File: src/rtl/rpn_pkg.sv
// Shared constants for the RPN evaluator: token kinds, opcodes,
// error codes and the controller state encoding.
package rpn_pkg;

    localparam logic [1:0] K_OPND  = 2'b00;
    localparam logic [1:0] K_OPER  = 2'b01;
    localparam logic [1:0] K_END   = 2'b10;
    localparam logic [1:0] K_CLEAR = 2'b11;

    localparam logic [2:0] OP_ADD = 3'b000;
    localparam logic [2:0] OP_SUB = 3'b001;
    localparam logic [2:0] OP_AND = 3'b010;
    localparam logic [2:0] OP_OR  = 3'b011;
    localparam logic [2:0] OP_XOR = 3'b100;
    localparam logic [2:0] OP_MUL = 3'b101;

    localparam logic [1:0] E_NONE = 2'b00;
    localparam logic [1:0] E_OVF  = 2'b01;
    localparam logic [1:0] E_UNF  = 2'b10;
    localparam logic [1:0] E_ILL  = 2'b11;

    typedef enum logic [3:0] {
        S_IDLE     = 4'd0,
        S_PUSH     = 4'd1,
        S_POP_B    = 4'd2,
        S_POP_A    = 4'd3,
        S_CAP_A    = 4'd4,
        S_PUSH_RES = 4'd5,
        S_POP_R    = 4'd6,
        S_CAP_R    = 4'd7,
        S_DRAIN    = 4'd8
    } state_t;

endpackage

File: src/rtl/rpn_alu.sv
// Combinational operator unit: A op B modulo 2^DW plus illegal-op flag.
// Op 101 is MUL only when RPN_MUL_EN is defined, otherwise illegal.
module rpn_alu
    import rpn_pkg::*;
#(
    parameter int DW = 4
) (
    input  logic [DW-1:0] i_a,
    input  logic [DW-1:0] i_b,
    input  logic [2:0]    i_op,
    output logic [DW-1:0] o_res,
    output logic          o_ill
);

    // Decode the opcode; anything not listed is flagged illegal
    always_comb begin
        o_res = '0;
        o_ill = 1'b0;
        case (i_op)
            OP_ADD: o_res = i_a + i_b;
            OP_SUB: o_res = i_a - i_b;
            OP_AND: o_res = i_a & i_b;
            OP_OR:  o_res = i_a | i_b;
            OP_XOR: o_res = i_a ^ i_b;
`ifdef RPN_MUL_EN
            OP_MUL: o_res = i_a * i_b;
`endif
            default: o_ill = 1'b1;
        endcase
    end

endmodule

File: src/rtl/rpn_stack_master.sv
// RPN evaluator driving an external LIFO through push/pop strobes.
// Optional RPN_MUL_EN enables the MUL operator (op 101).
module rpn_stack_master
    import rpn_pkg::*;
#(
    parameter int DEPTH = 8,
    parameter int DW    = 4,
    localparam int AW   = $clog2(DEPTH + 1)
) (
    input  logic          clk,
    input  logic          rstN,
    input  logic          tok_valid,
    output logic          tok_ready,
    input  logic [1:0]    tok_kind,
    input  logic [DW-1:0] tok_val,
    input  logic [2:0]    tok_op,
    output logic          st_push,
    output logic          st_pop,
    output logic [DW-1:0] st_data_wr,
    input  logic [DW-1:0] st_data_rd,
    output logic [AW-1:0] depth,
    output logic [DW-1:0] result,
    output logic          result_valid,
    output logic          err,
    output logic [1:0]    err_code
);

    state_t        r_state;
    state_t        w_nstate;
    logic [AW-1:0] r_depth;
    logic [DW-1:0] r_a;
    logic [DW-1:0] r_b;
    logic [2:0]    r_op;
    logic [DW-1:0] r_wdata;
    logic [DW-1:0] r_result;
    logic          r_rv;
    logic          r_err;
    logic [1:0]    r_code;

    logic          w_push;
    logic          w_pop;
    logic          w_ready;
    logic [2:0]    w_alu_op;
    logic [DW-1:0] w_alu_res;
    logic          w_ill;
    logic          w_full;
    logic          w_empty;
    logic          w_lt2;

    assign w_full  = (r_depth == AW'(DEPTH));
    assign w_empty = (r_depth == '0);
    assign w_lt2   = (r_depth < AW'(2));

    // In IDLE the ALU screens the incoming opcode; later it computes
    assign w_alu_op = (r_state == S_IDLE) ? tok_op : r_op;

    rpn_alu #(.DW(DW)) u_alu (
        .i_a   (r_a),
        .i_b   (r_b),
        .i_op  (w_alu_op),
        .o_res (w_alu_res),
        .o_ill (w_ill)
    );

    // Next-state and strobe decode
    always_comb begin
        w_nstate = r_state;
        w_push   = 1'b0;
        w_pop    = 1'b0;
        w_ready  = 1'b0;
        case (r_state)
            S_IDLE: begin
                w_ready = 1'b1;
                if (tok_valid) begin
                    case (tok_kind)
                        K_CLEAR: if (!w_empty) w_nstate = S_DRAIN;
                        K_OPND:  if (!r_err && !w_full) w_nstate = S_PUSH;
                        K_OPER:  if (!r_err && !w_lt2 && !w_ill) w_nstate = S_POP_B;
                        default: if (!r_err && !w_empty) w_nstate = S_POP_R;
                    endcase
                end
            end
            S_PUSH: begin
                w_push   = 1'b1;
                w_nstate = S_IDLE;
            end
            S_POP_B: begin
                w_pop    = 1'b1;
                w_nstate = S_POP_A;
            end
            S_POP_A: begin
                w_pop    = 1'b1;
                w_nstate = S_CAP_A;
            end
            S_CAP_A:    w_nstate = S_PUSH_RES;
            S_PUSH_RES: begin
                w_push   = 1'b1;
                w_nstate = S_IDLE;
            end
            S_POP_R: begin
                w_pop    = 1'b1;
                w_nstate = S_CAP_R;
            end
            S_CAP_R:    w_nstate = S_IDLE;
            S_DRAIN: begin
                w_pop = 1'b1;
                if (r_depth == AW'(1)) w_nstate = S_IDLE;
            end
            default:    w_nstate = S_IDLE;
        endcase
    end

    // State register
    always_ff @(posedge clk or negedge rstN) begin
        if (!rstN) r_state <= S_IDLE;
        else       r_state <= w_nstate;
    end

    // Occupancy tracks every strobe issued to the LIFO
    always_ff @(posedge clk or negedge rstN) begin
        if (!rstN)       r_depth <= '0;
        else if (w_push) r_depth <= r_depth + AW'(1);
        else if (w_pop)  r_depth <= r_depth - AW'(1);
    end

    // Operand capture, result capture and sticky first-error tracking
    always_ff @(posedge clk or negedge rstN) begin
        if (!rstN) begin
            r_a      <= '0;
            r_b      <= '0;
            r_op     <= '0;
            r_wdata  <= '0;
            r_result <= '0;
            r_rv     <= 1'b0;
            r_err    <= 1'b0;
            r_code   <= E_NONE;
        end else begin
            r_rv <= 1'b0;
            case (r_state)
                S_IDLE: begin
                    if (tok_valid) begin
                        if (tok_kind == K_CLEAR) begin
                            if (w_empty) begin
                                r_err  <= 1'b0;
                                r_code <= E_NONE;
                            end
                        end else if (!r_err) begin
                            case (tok_kind)
                                K_OPND: begin
                                    if (w_full) begin
                                        r_err  <= 1'b1;
                                        r_code <= E_OVF;
                                    end else begin
                                        r_wdata <= tok_val;
                                    end
                                end
                                K_OPER: begin
                                    if (w_lt2) begin
                                        r_err  <= 1'b1;
                                        r_code <= E_UNF;
                                    end else if (w_ill) begin
                                        r_err  <= 1'b1;
                                        r_code <= E_ILL;
                                    end else begin
                                        r_op <= tok_op;
                                    end
                                end
                                default: begin
                                    if (w_empty) begin
                                        r_err  <= 1'b1;
                                        r_code <= E_UNF;
                                    end
                                end
                            endcase
                        end
                    end
                end
                S_POP_A: r_b <= st_data_rd;
                S_CAP_A: r_a <= st_data_rd;
                S_CAP_R: begin
                    r_result <= st_data_rd;
                    r_rv     <= 1'b1;
                end
                S_DRAIN: begin
                    if (r_depth == AW'(1)) begin
                        r_err  <= 1'b0;
                        r_code <= E_NONE;
                    end
                end
                default: ;
            endcase
        end
    end

    assign tok_ready    = w_ready;
    assign st_push      = w_push;
    assign st_pop       = w_pop;
    assign st_data_wr   = (r_state == S_PUSH_RES) ? w_alu_res : r_wdata;
    assign depth        = r_depth;
    assign result       = r_result;
    assign result_valid = r_rv;
    assign err          = r_err;
    assign err_code     = r_code;

endmodule
File: config.mk
export PLATFORM = sky130hd
export DESIGN_NAME = rpn_stack_master
export DESIGN_NICKNAME = d
export VERILOG_FILES = /design/src/rtl/rpn_pkg.sv /design/src/rtl/rpn_alu.sv /design/src/rtl/rpn_stack_master.sv
export SDC_FILE = /design/constraint.sdc
export NUM_CORES = 1
export LEC_CHECK = 0
export ABC_AREA = 1
export BUFFER_PORTS_ARGS = -buffer_cell sky130_fd_sc_hd__buf_4
export CAP_MARGIN = 20
export CORE_MARGIN = 2
export CORE_UTILIZATION = 35
export CTS_CLUSTER_SIZE = 20
export DETAILED_ROUTE_END_ITERATION = 6
export GPL_ROUTABILITY_DRIVEN = 0
export PLACE_DENSITY = 0.64
export SYNTH_ARGS = -nofsm -noshare
export SYNTH_HDL_FRONTEND = slang
export SYNTH_HIERARCHICAL = 1
export SYNTH_SLANG_ARGS = --single-unit
File: constraint.sdc
create_clock -name clk -period 4.35 [get_ports clk]
set_input_delay 1.305 -clock clk [delete_from_list [all_inputs] [get_ports clk]]
set_output_delay 1.305 -clock clk [all_outputs]
set_load 0.1 [all_outputs]
==> results of run 1 <==
==> worst max-delay path, stage by stage <==
cell	delay (ns)
buf_6	0.08
inv_4	0.03
o21ai_4	0.15
inv_2	0.07
nand3_4	0.12
nand2_2	0.06
xor2_1	0.14
ha_1	0.34
nand2_1	0.09
inv_2	0.06
nand2_2	0.05
nand3_2	0.08
nand3_1	0.11
nand3_2	0.08
nand2_1	0.05
mux2_4	0.29
buf_12	0.17
==> worst paths after layout <==
| check | startpoint | slack, ns | end | cells past startpoint |
|---|---|---|---|---|
| max | tok_op[1] | -0.24 | st_data_wr[3] | 17 |
| min reg2reg | r_wdata[0]$_DFFE_PN0P_ | 0.48 | r_wdata[0]$_DFFE_PN0P_ | 2 |
| max reg2reg | r_state[3]$_DFFE_PN0P_ | 1.99 | r_state[1]$_DFFE_PN0P_ | 16 |
| max in group asynchronous | rstN | 3.08 | r_wdata[1]$_DFFE_PN0P_ | 1 |
| min | r_wdata[0]$_DFFE_PN0P_ | 0.48 | r_wdata[0]$_DFFE_PN0P_ | 2 |
| min in group asynchronous | rstN | 0.95 | depth[1]$_DFFE_PN0P_ | 1 |
==> state kept, by name, summed over array words and instances (netlist names) <==
name / cells
depth: 4
err: 1
err_code: 2
r_a: 4
r_b: 4
r_op: 3
r_state: 4
r_wdata: 4
result: 4
result_valid: 1
==> cell usage after synthesis, drive strengths merged, types with 2 or more instances <==
cell type | number | share of area
xor2 | 5 | 0.019
dfrtp | 31 | 0.34
nor3 | 5 | 0.018
a21oi | 5 | 0.011
o2111ai | 2 | 0.0077
o21ai | 27 | 0.060
nand3 | 21 | 0.049
ha | 20 | 0.11
o211ai | 2 | 0.0066
nor2 | 32 | 0.057
inv | 57 | 0.094
mux2 | 4 | 0.020
nand2 | 96 | 0.17
==> area by class of cell <==
cell class | count | share of cell area
Clock buffer | 6 | 0.0263
Inverter | 57 | 0.0688
Timing Repair Buffer | 72 | 0.186
Clock inverter | 2 | 0.0111
Tap cell | 77 | 0.0306
Sequential cell | 31 | 0.247
Multi-Input combinational cell | 226 | 0.430
==> repair_timing <==
item                       CTS  global route
setup buffers               32             3
setup endpoints to repair    3             4
pin swaps                    9             8
resized for setup           23            12
hold buffers                 0             0
==> logic make-up after synthesis <==
| kind of cell | after synthesis |
|---|---|
| flops | 31 |
| buf+inv | 58 |
| simple gates | 157 |
| mux | 4 |
| fa+ha+maj | 21 |
| compound gates | 38 |
| xor+xnor | 6 |
==> per-layer routing <==
metal | vias up | global-route usage | wire (um)
li1 | 1143 | - | -
met1 | 1018 | 0.212 | 2540
met2 | 31 | 0.310 | 3090
met3 | 7 | 0.0315 | 181
met4 | 0 | 0.0433 | 57
met5 | - | 0 | 0
==> through the flow <==
step	cells	TNS, ns	setup WS [ns]
after floorplan	315	0	0.00642
after global placement	431	-0.499	-0.201
after detailed placement	431	-0.629	-0.318
after CTS	471	-0.138	-0.119
after global routing	471	-0.845	-0.312
final	471	-0.556	-0.237
==> impl_metrics.tcl, run 1 <==
set metrics [dict create \
    fin_crit_sh 1.05 \
    hold_viol_final 0 \
    final_area_um2 3150 \
    synthFlopType "dfrtp_1" \
    multi_input_area_um2 1350 \
    setup_ws_ns -0.237 \
    synth-simple-area-share 0.305 \
    synth_compound_area_frac 0.0916 \
    final_common_cell "nand2_1" \
    cts_tree "done" \
    setup_viol 3 \
    cts.sinks 31 \
    diodes 0 \
    die_w_um 84.5 \
    grt-ovfl-total 0 \
    path_clk_slew_ns 0.06 \
    cts_made_buffers 5 \
    layout_common_cells "88 x nand2_1, 67 x buf_4, 50 x inv_1" \
    routed_wl_mm 5.87 \
    fillers 637 \
    wire_per_inst_um 12.5 \
    htreeDepth 2 \
    crit_type "primary input to output pin" \
    whs_ns 0.481 \
    io_buffers 34 \
    postPlaceCellArea_um2 2670 \
    status "finished with violations" \
    syn_avg_cell_area_um2 7.20 \
    fmax_mhz 218 \
    synth_edf_count 0 \
    cp_max_fo 4 \
    vias 2199 \
    nets 430 \
    drc_errors 0 \
    regArea_um2 776 \
    fin_worst_skew_ns 0.00720 \
    yosysWarnings 6 \
    drtPass1Iterations 4 \
    synth_seq_cells 31 \
    syn_nets 352 \
    vias_per_cell 4.67 \
    grt_max_degree 32 \
    rsz0062_at_grt "true" \
    ant_nets 0 \
    worst_skew_pair.late_latency_ns 0.28 \
    pin_count 35 \
    rows 29 \
    crit_path_end_kind "output pin" \
    synth_cells 315 \
    ys_async_sr_fraction 1.00 \
    min_period_ns 4.59 \
    cts_root_buf "clkbuf_8" \
    synth_fa_ha_area_frac 0.119 \
    area_growth_pct 38.7 \
    max-clock-path-buffers 2 \
    drive_above_1_share 0.287 \
    cp.arrival_ns 3.28 \
    synth.area.mux_share 0.0199 \
    drtIter0Drc 64 \
    relSlewSlack 0.713 \
    grt_pass1_vias 2168 \
    die_height_um 84.5 \
    crit_required_ns 3.04 \
    coreArea_um2 6310 \
    initial_utilization 0.359 \
    synth_cell_type_count 29 \
    max_cap_viol_count 0 \
    dieArea_um2 7140 \
    startpoint_type "primary input" \
    finalCoreUtilization 0.498 \
    synth-seq-area-share 0.342 \
    synth_top_family_by_area "simple AND/OR/NAND/NOR gates" \
    syn_area_um2 2270 \
    report.final.slew_viol_count 0 \
    violations "negative setup slack" \
    hpwlAfterDp_mm 4.00 \
    antenna_found_initial 0 \
    grt_pass1_wl_mm 9.94 \
    min_path_type "flip-flop to flip-flop" \
    tightest_slew_ns 0.428 \
    grtUsageTotal 0.172 \
    synth_xor_area_frac 0.0232 \
]
Power of run 1 is not shown: default switching activity piles up to over one toggle a cycle in this logic, so the estimate is an artifact.
==> run 2, diff against run 1 <==
CORE_MARGIN = unset   (was 2)
==> impl_metrics.tcl, run 2 (synthesized netlist as in run 1, its figures left out) <==
set metrics [dict create \
    hpwlAfterDp_mm 3.97 \
    htreeDepth 2 \
    antenna_found_initial 0 \
    max_cap_viol_count 0 \
    dieArea_um2 6800 \
    worst-r2r-cell-count 16 \
    setup_viol 3 \
    nets 412 \
    die_w_um 82.5 \
    rsz0062_at_grt "true" \
    grt_pass1_wl_mm 8.76 \
    ant_nets 0 \
    cts.sinks 31 \
    routed_wl_mm 5.20 \
    grt_pass1_vias 1938 \
    fillers 619 \
    drtIter0Drc 62 \
    drtPass1Iterations 4 \
    rrSetupSlack_ns 1.80 \
    max-clock-path-buffers 2 \
    hold_path_startpoint "r_wdata[2]$_DFFE_PN0P_" \
    hold_viol_final 0 \
    setup_tns_ns -0.169 \
    cp.arrival_ns 3.13 \
    status "finished with violations" \
    violations "negative setup slack" \
    fin_worst_skew_ns 0.00719 \
    crit_required_ns 3.04 \
    io_buffers 34 \
    hold-path-endpoint "r_wdata[2]$_DFFE_PN0P_" \
    setup_ws_ns -0.0875 \
    relSlewSlack 0.706 \
    diodes 0 \
    worst_skew_pair.late_latency_ns 0.28 \
    whs_path_depth 2 \
    pin_count 35 \
    crit_path_end_kind "output pin" \
    slowest_stage "ha_1" \
    rows 28 \
    crit_path_frequent_cell "nand2_1" \
    drc_errors 0 \
    cp_max_fo 4 \
    coreArea_um2 6100 \
    min_path_type "flip-flop to flip-flop" \
    reg2reg_to "err_code[1]$_DFFE_PN0P_" \
    grt-ovfl-total 0 \
    wire_per_inst_um 11.6 \
    path_cells "buf_6, inv_2, o21ai_2, inv_2, nand3_4, nand2_2, xor2_1, ha_1, nand2_1, inv_1, nand2_1, nand3_2, nand3_1, nand3_1, nand2_1, mux2_4, buf_12" \
    timing.rr.start "r_state[3]$_DFFE_PN0P_" \
    die_height_um 82.5 \
    crit_type "primary input to output pin" \
    initial_utilization 0.372 \
    grtUsageTotal 0.174 \
    report.final.slew_viol_count 0 \
    tightest_slew_ns 0.438 \
    cpPeakStageDelay_ns 0.32 \
    fmax_mhz 225 \
    area_growth_pct 32.3 \
    cts_root_buf "clkbuf_8" \
    fin_crit_sh 1.02 \
    grt_max_degree 32 \
    startpoint_type "primary input" \
    min_period_ns 4.44 \
    cts_hold_buf 0 \
    cts_made_buffers 5 \
    vias 2114 \
    vias_per_cell 4.70 \
    cts_tree "done" \
    layout_common_cells "88 x nand2_1, 52 x inv_1, 47 x buf_4" \
    path_clk_slew_ns 0.07 \
    drive_above_1_share 0.240 \
    final_common_cell "nand2_1" \
]
-- run 2: how the worst max path moves through the flow --
stage | start | end | slack [ns]
after floorplan | tok_op[0] | st_data_wr[3] | 0.006
after global placement | tok_op[2] | st_data_wr[3] | -0.18
after detailed placement | tok_op[2] | st_data_wr[3] | -0.24
after CTS | tok_op[1] | st_data_wr[3] | -0.11
after global routing | tok_op[1] | st_data_wr[3] | -0.22
final | tok_op[2] | st_data_wr[3] | -0.09
-- run 2: per-stage QoR --
step	util	instance area [um2]	hold WS, ns	setup WS, ns	std cells
finish	0.492	3000	0.480	-0.0875	450
global route	0.492	3000	0.517	-0.216	450
CTS	0.477	2910	0.488	-0.111	447
detailed placement	0.441	2690	0.467	-0.242	432
global placement	0.441	2690	0.462	-0.180	432
floorplan	-	2280	0.436	0.00642	315
-- run 2: layout make-up --
type	instances	area (um2)	share of cell area
clock inverter	1	5.00	0.00167
tap	75	93.8	0.0313
sequential	31	776	0.259
clock buffer	6	82.6	0.0275
inverter	57	219	0.0730
multi-input combinational	226	1360	0.452
timing repair buffer	54	467	0.156
-- run 2: metal layers --
layer  part of all wire  track usage  wire length (um)  vias up
met5                  0            0                 0        -
met2               0.45        0.274              2340       37
met3              0.032       0.0297               164        7
met1               0.50        0.238              2610      966
met4              0.016       0.0632                85        0
li1                   -            -                 -     1104
-- run 2: critical path, delay by kind of cell --
kind / cells / cell delay, ns
fa+ha+maj: 1 / 0.32
buf+inv: 5 / 0.40
compound gates: 1 / 0.15
simple gates: 8 / 0.55
mux: 1 / 0.28
xor+xnor: 1 / 0.14
-- run 2: timing repair --
| item | 4_1_cts | 5_1_grt |
|---|---|---|
| setup endpoints to repair | 3 | 4 |
| buffers inserted | 8 | 3 |
| gates resized for setup | 19 | 20 |
| pin swaps | 9 | 6 |
Power of run 2 is left out for the same reason.
==> run 3, diff against run 2 <==
SKIP_CTS_REPAIR_TIMING = 1   (was unset)
==> impl_metrics.tcl, run 3 (synthesized netlist as in run 1, its figures left out) <==
set metrics [dict create \
    grt-ovfl-total 0 \
    crit_path_end_kind "output pin" \
    cp.arrival_ns 3.18 \
    max_cap_viol_count 0 \
    grtUsageTotal 0.166 \
    min_period_ns 4.49 \
    drive_above_1_share 0.226 \
    initial_utilization 0.372 \
    rows 28 \
    wire_per_inst_um 11.4 \
    cts_made_buffers 5 \
    fin_crit_sh 1.03 \
    ant_nets 0 \
    crit_type "primary input to output pin" \
    min_path_type "flip-flop to flip-flop" \
    max-clock-path-buffers 2 \
    die_height_um 82.5 \
    cp_max_fo 5 \
    grt_pass1_wl_mm 8.42 \
    rsz0062_at_grt "true" \
    report.final.slew_viol_count 0 \
    area_growth_pct 29.1 \
    drtPass1Iterations 4 \
    pin_count 35 \
    setup_viol 3 \
    layout_common_cells "90 x nand2_1, 52 x inv_1, 40 x buf_4" \
    fin_worst_skew_ns 0.00726 \
    vias 2049 \
    postPlaceCellArea_um2 2690 \
    relSlewSlack 0.702 \
    grt_max_degree 32 \
    tightest_slew_ns 0.443 \
    drc_errors 0 \
    fmax_mhz 223 \
    setup_ws_ns -0.135 \
    cts_tree "done" \
    htreeDepth 2 \
    grt_pass1_vias 1873 \
    dieArea_um2 6800 \
    crit_required_ns 3.04 \
    status "finished with violations" \
    startpoint_type "primary input" \
    die_w_um 82.5 \
    violations "negative setup slack" \
    worst_skew_pair.late_latency_ns 0.28 \
    coreArea_um2 6100 \
    hold_viol_final 0 \
    routed_wl_mm 5.06 \
    io_buffers 34 \
    placedCellCount 432 \
    final_common_cell "nand2_1" \
    nets 405 \
    fin_cells 443 \
    cts_root_buf "clkbuf_8" \
    diodes 0 \
    hpwlAfterDp_mm 3.97 \
    drtIter0Drc 49 \
    path_clk_slew_ns 0.07 \
    antenna_found_initial 0 \
    vias_per_cell 4.63 \
    final_area_um2 2930 \
    cts.sinks 31 \
    fillers 619 \
]
-- run 3: metrics by stage --
| stage | TNS [ns] | hold slack, ns | util | setup slack, ns |
|---|---|---|---|---|
| 2_1_floorplan | 0 | 0.436 | - | 0.00642 |
| 3_3_place_gp | -0.412 | 0.462 | 0.441 | -0.180 |
| 3_5_place_dp | -0.477 | 0.467 | 0.441 | -0.242 |
| 4_1_cts | -0.526 | 0.484 | 0.455 | -0.252 |
| 5_1_grt | -0.543 | 0.517 | 0.480 | -0.247 |
| 6_report | -0.256 | 0.479 | 0.480 | -0.135 |
-- run 3: critical path, stage by stage --
cell	delay [ns]
buf_6	0.07
inv_4	0.03
o21ai_4	0.13
inv_2	0.07
nand3_4	0.11
nand2_2	0.06
xor2_1	0.14
ha_1	0.35
nand2_1	0.08
inv_1	0.04
nand2_1	0.07
nand3_2	0.07
inv_1	0.05
nand2_1	0.04
nand3_1	0.06
nand2_1	0.06
mux2_4	0.28
buf_12	0.17
-- run 3: per-layer routing --
layer  wire length, um  part of all wire  vias up  GRT usage
met1              2580              0.51      921      0.233
met4                65             0.013        0     0.0579
met3               155             0.031        5     0.0308
met5                 0                 0        -          0
li1                  -                 -     1092          -
met2              2250              0.45       31      0.255
-- run 3: cell type report --
cell class | instances | area [um2] | area share
inverter | 57 | 219 | 0.0748
clock inverter | 1 | 5.00 | 0.00171
timing repair buffer | 47 | 405 | 0.138
clock buffer | 6 | 82.6 | 0.0282
sequential | 31 | 776 | 0.265
tap | 75 | 93.8 | 0.0321
multi-input combinational | 226 | 1350 | 0.460
-- run 3: worst paths after layout --
| path | end | depth (start not counted) | start | slack [ns] |
|---|---|---|---|---|
| min in group asynchronous | depth[1]$_DFFE_PN0P_ | 1 | rstN | 0.94 |
| max in group asynchronous | depth[2]$_DFFE_PN0P_ | 1 | rstN | 3.11 |
| worst max register to register | err_code[1]$_DFFE_PN0P_ | 14 | r_state[3]$_DFFE_PN0P_ | 2.07 |
| worst max-delay path | st_data_wr[3] | 18 | tok_op[1] | -0.14 |
| worst min register to register | r_wdata[2]$_DFFE_PN0P_ | 2 | r_wdata[2]$_DFFE_PN0P_ | 0.48 |
| worst min-delay path | r_wdata[2]$_DFFE_PN0P_ | 2 | r_wdata[2]$_DFFE_PN0P_ | 0.48 |
Power of run 3 is left out for the same reason.
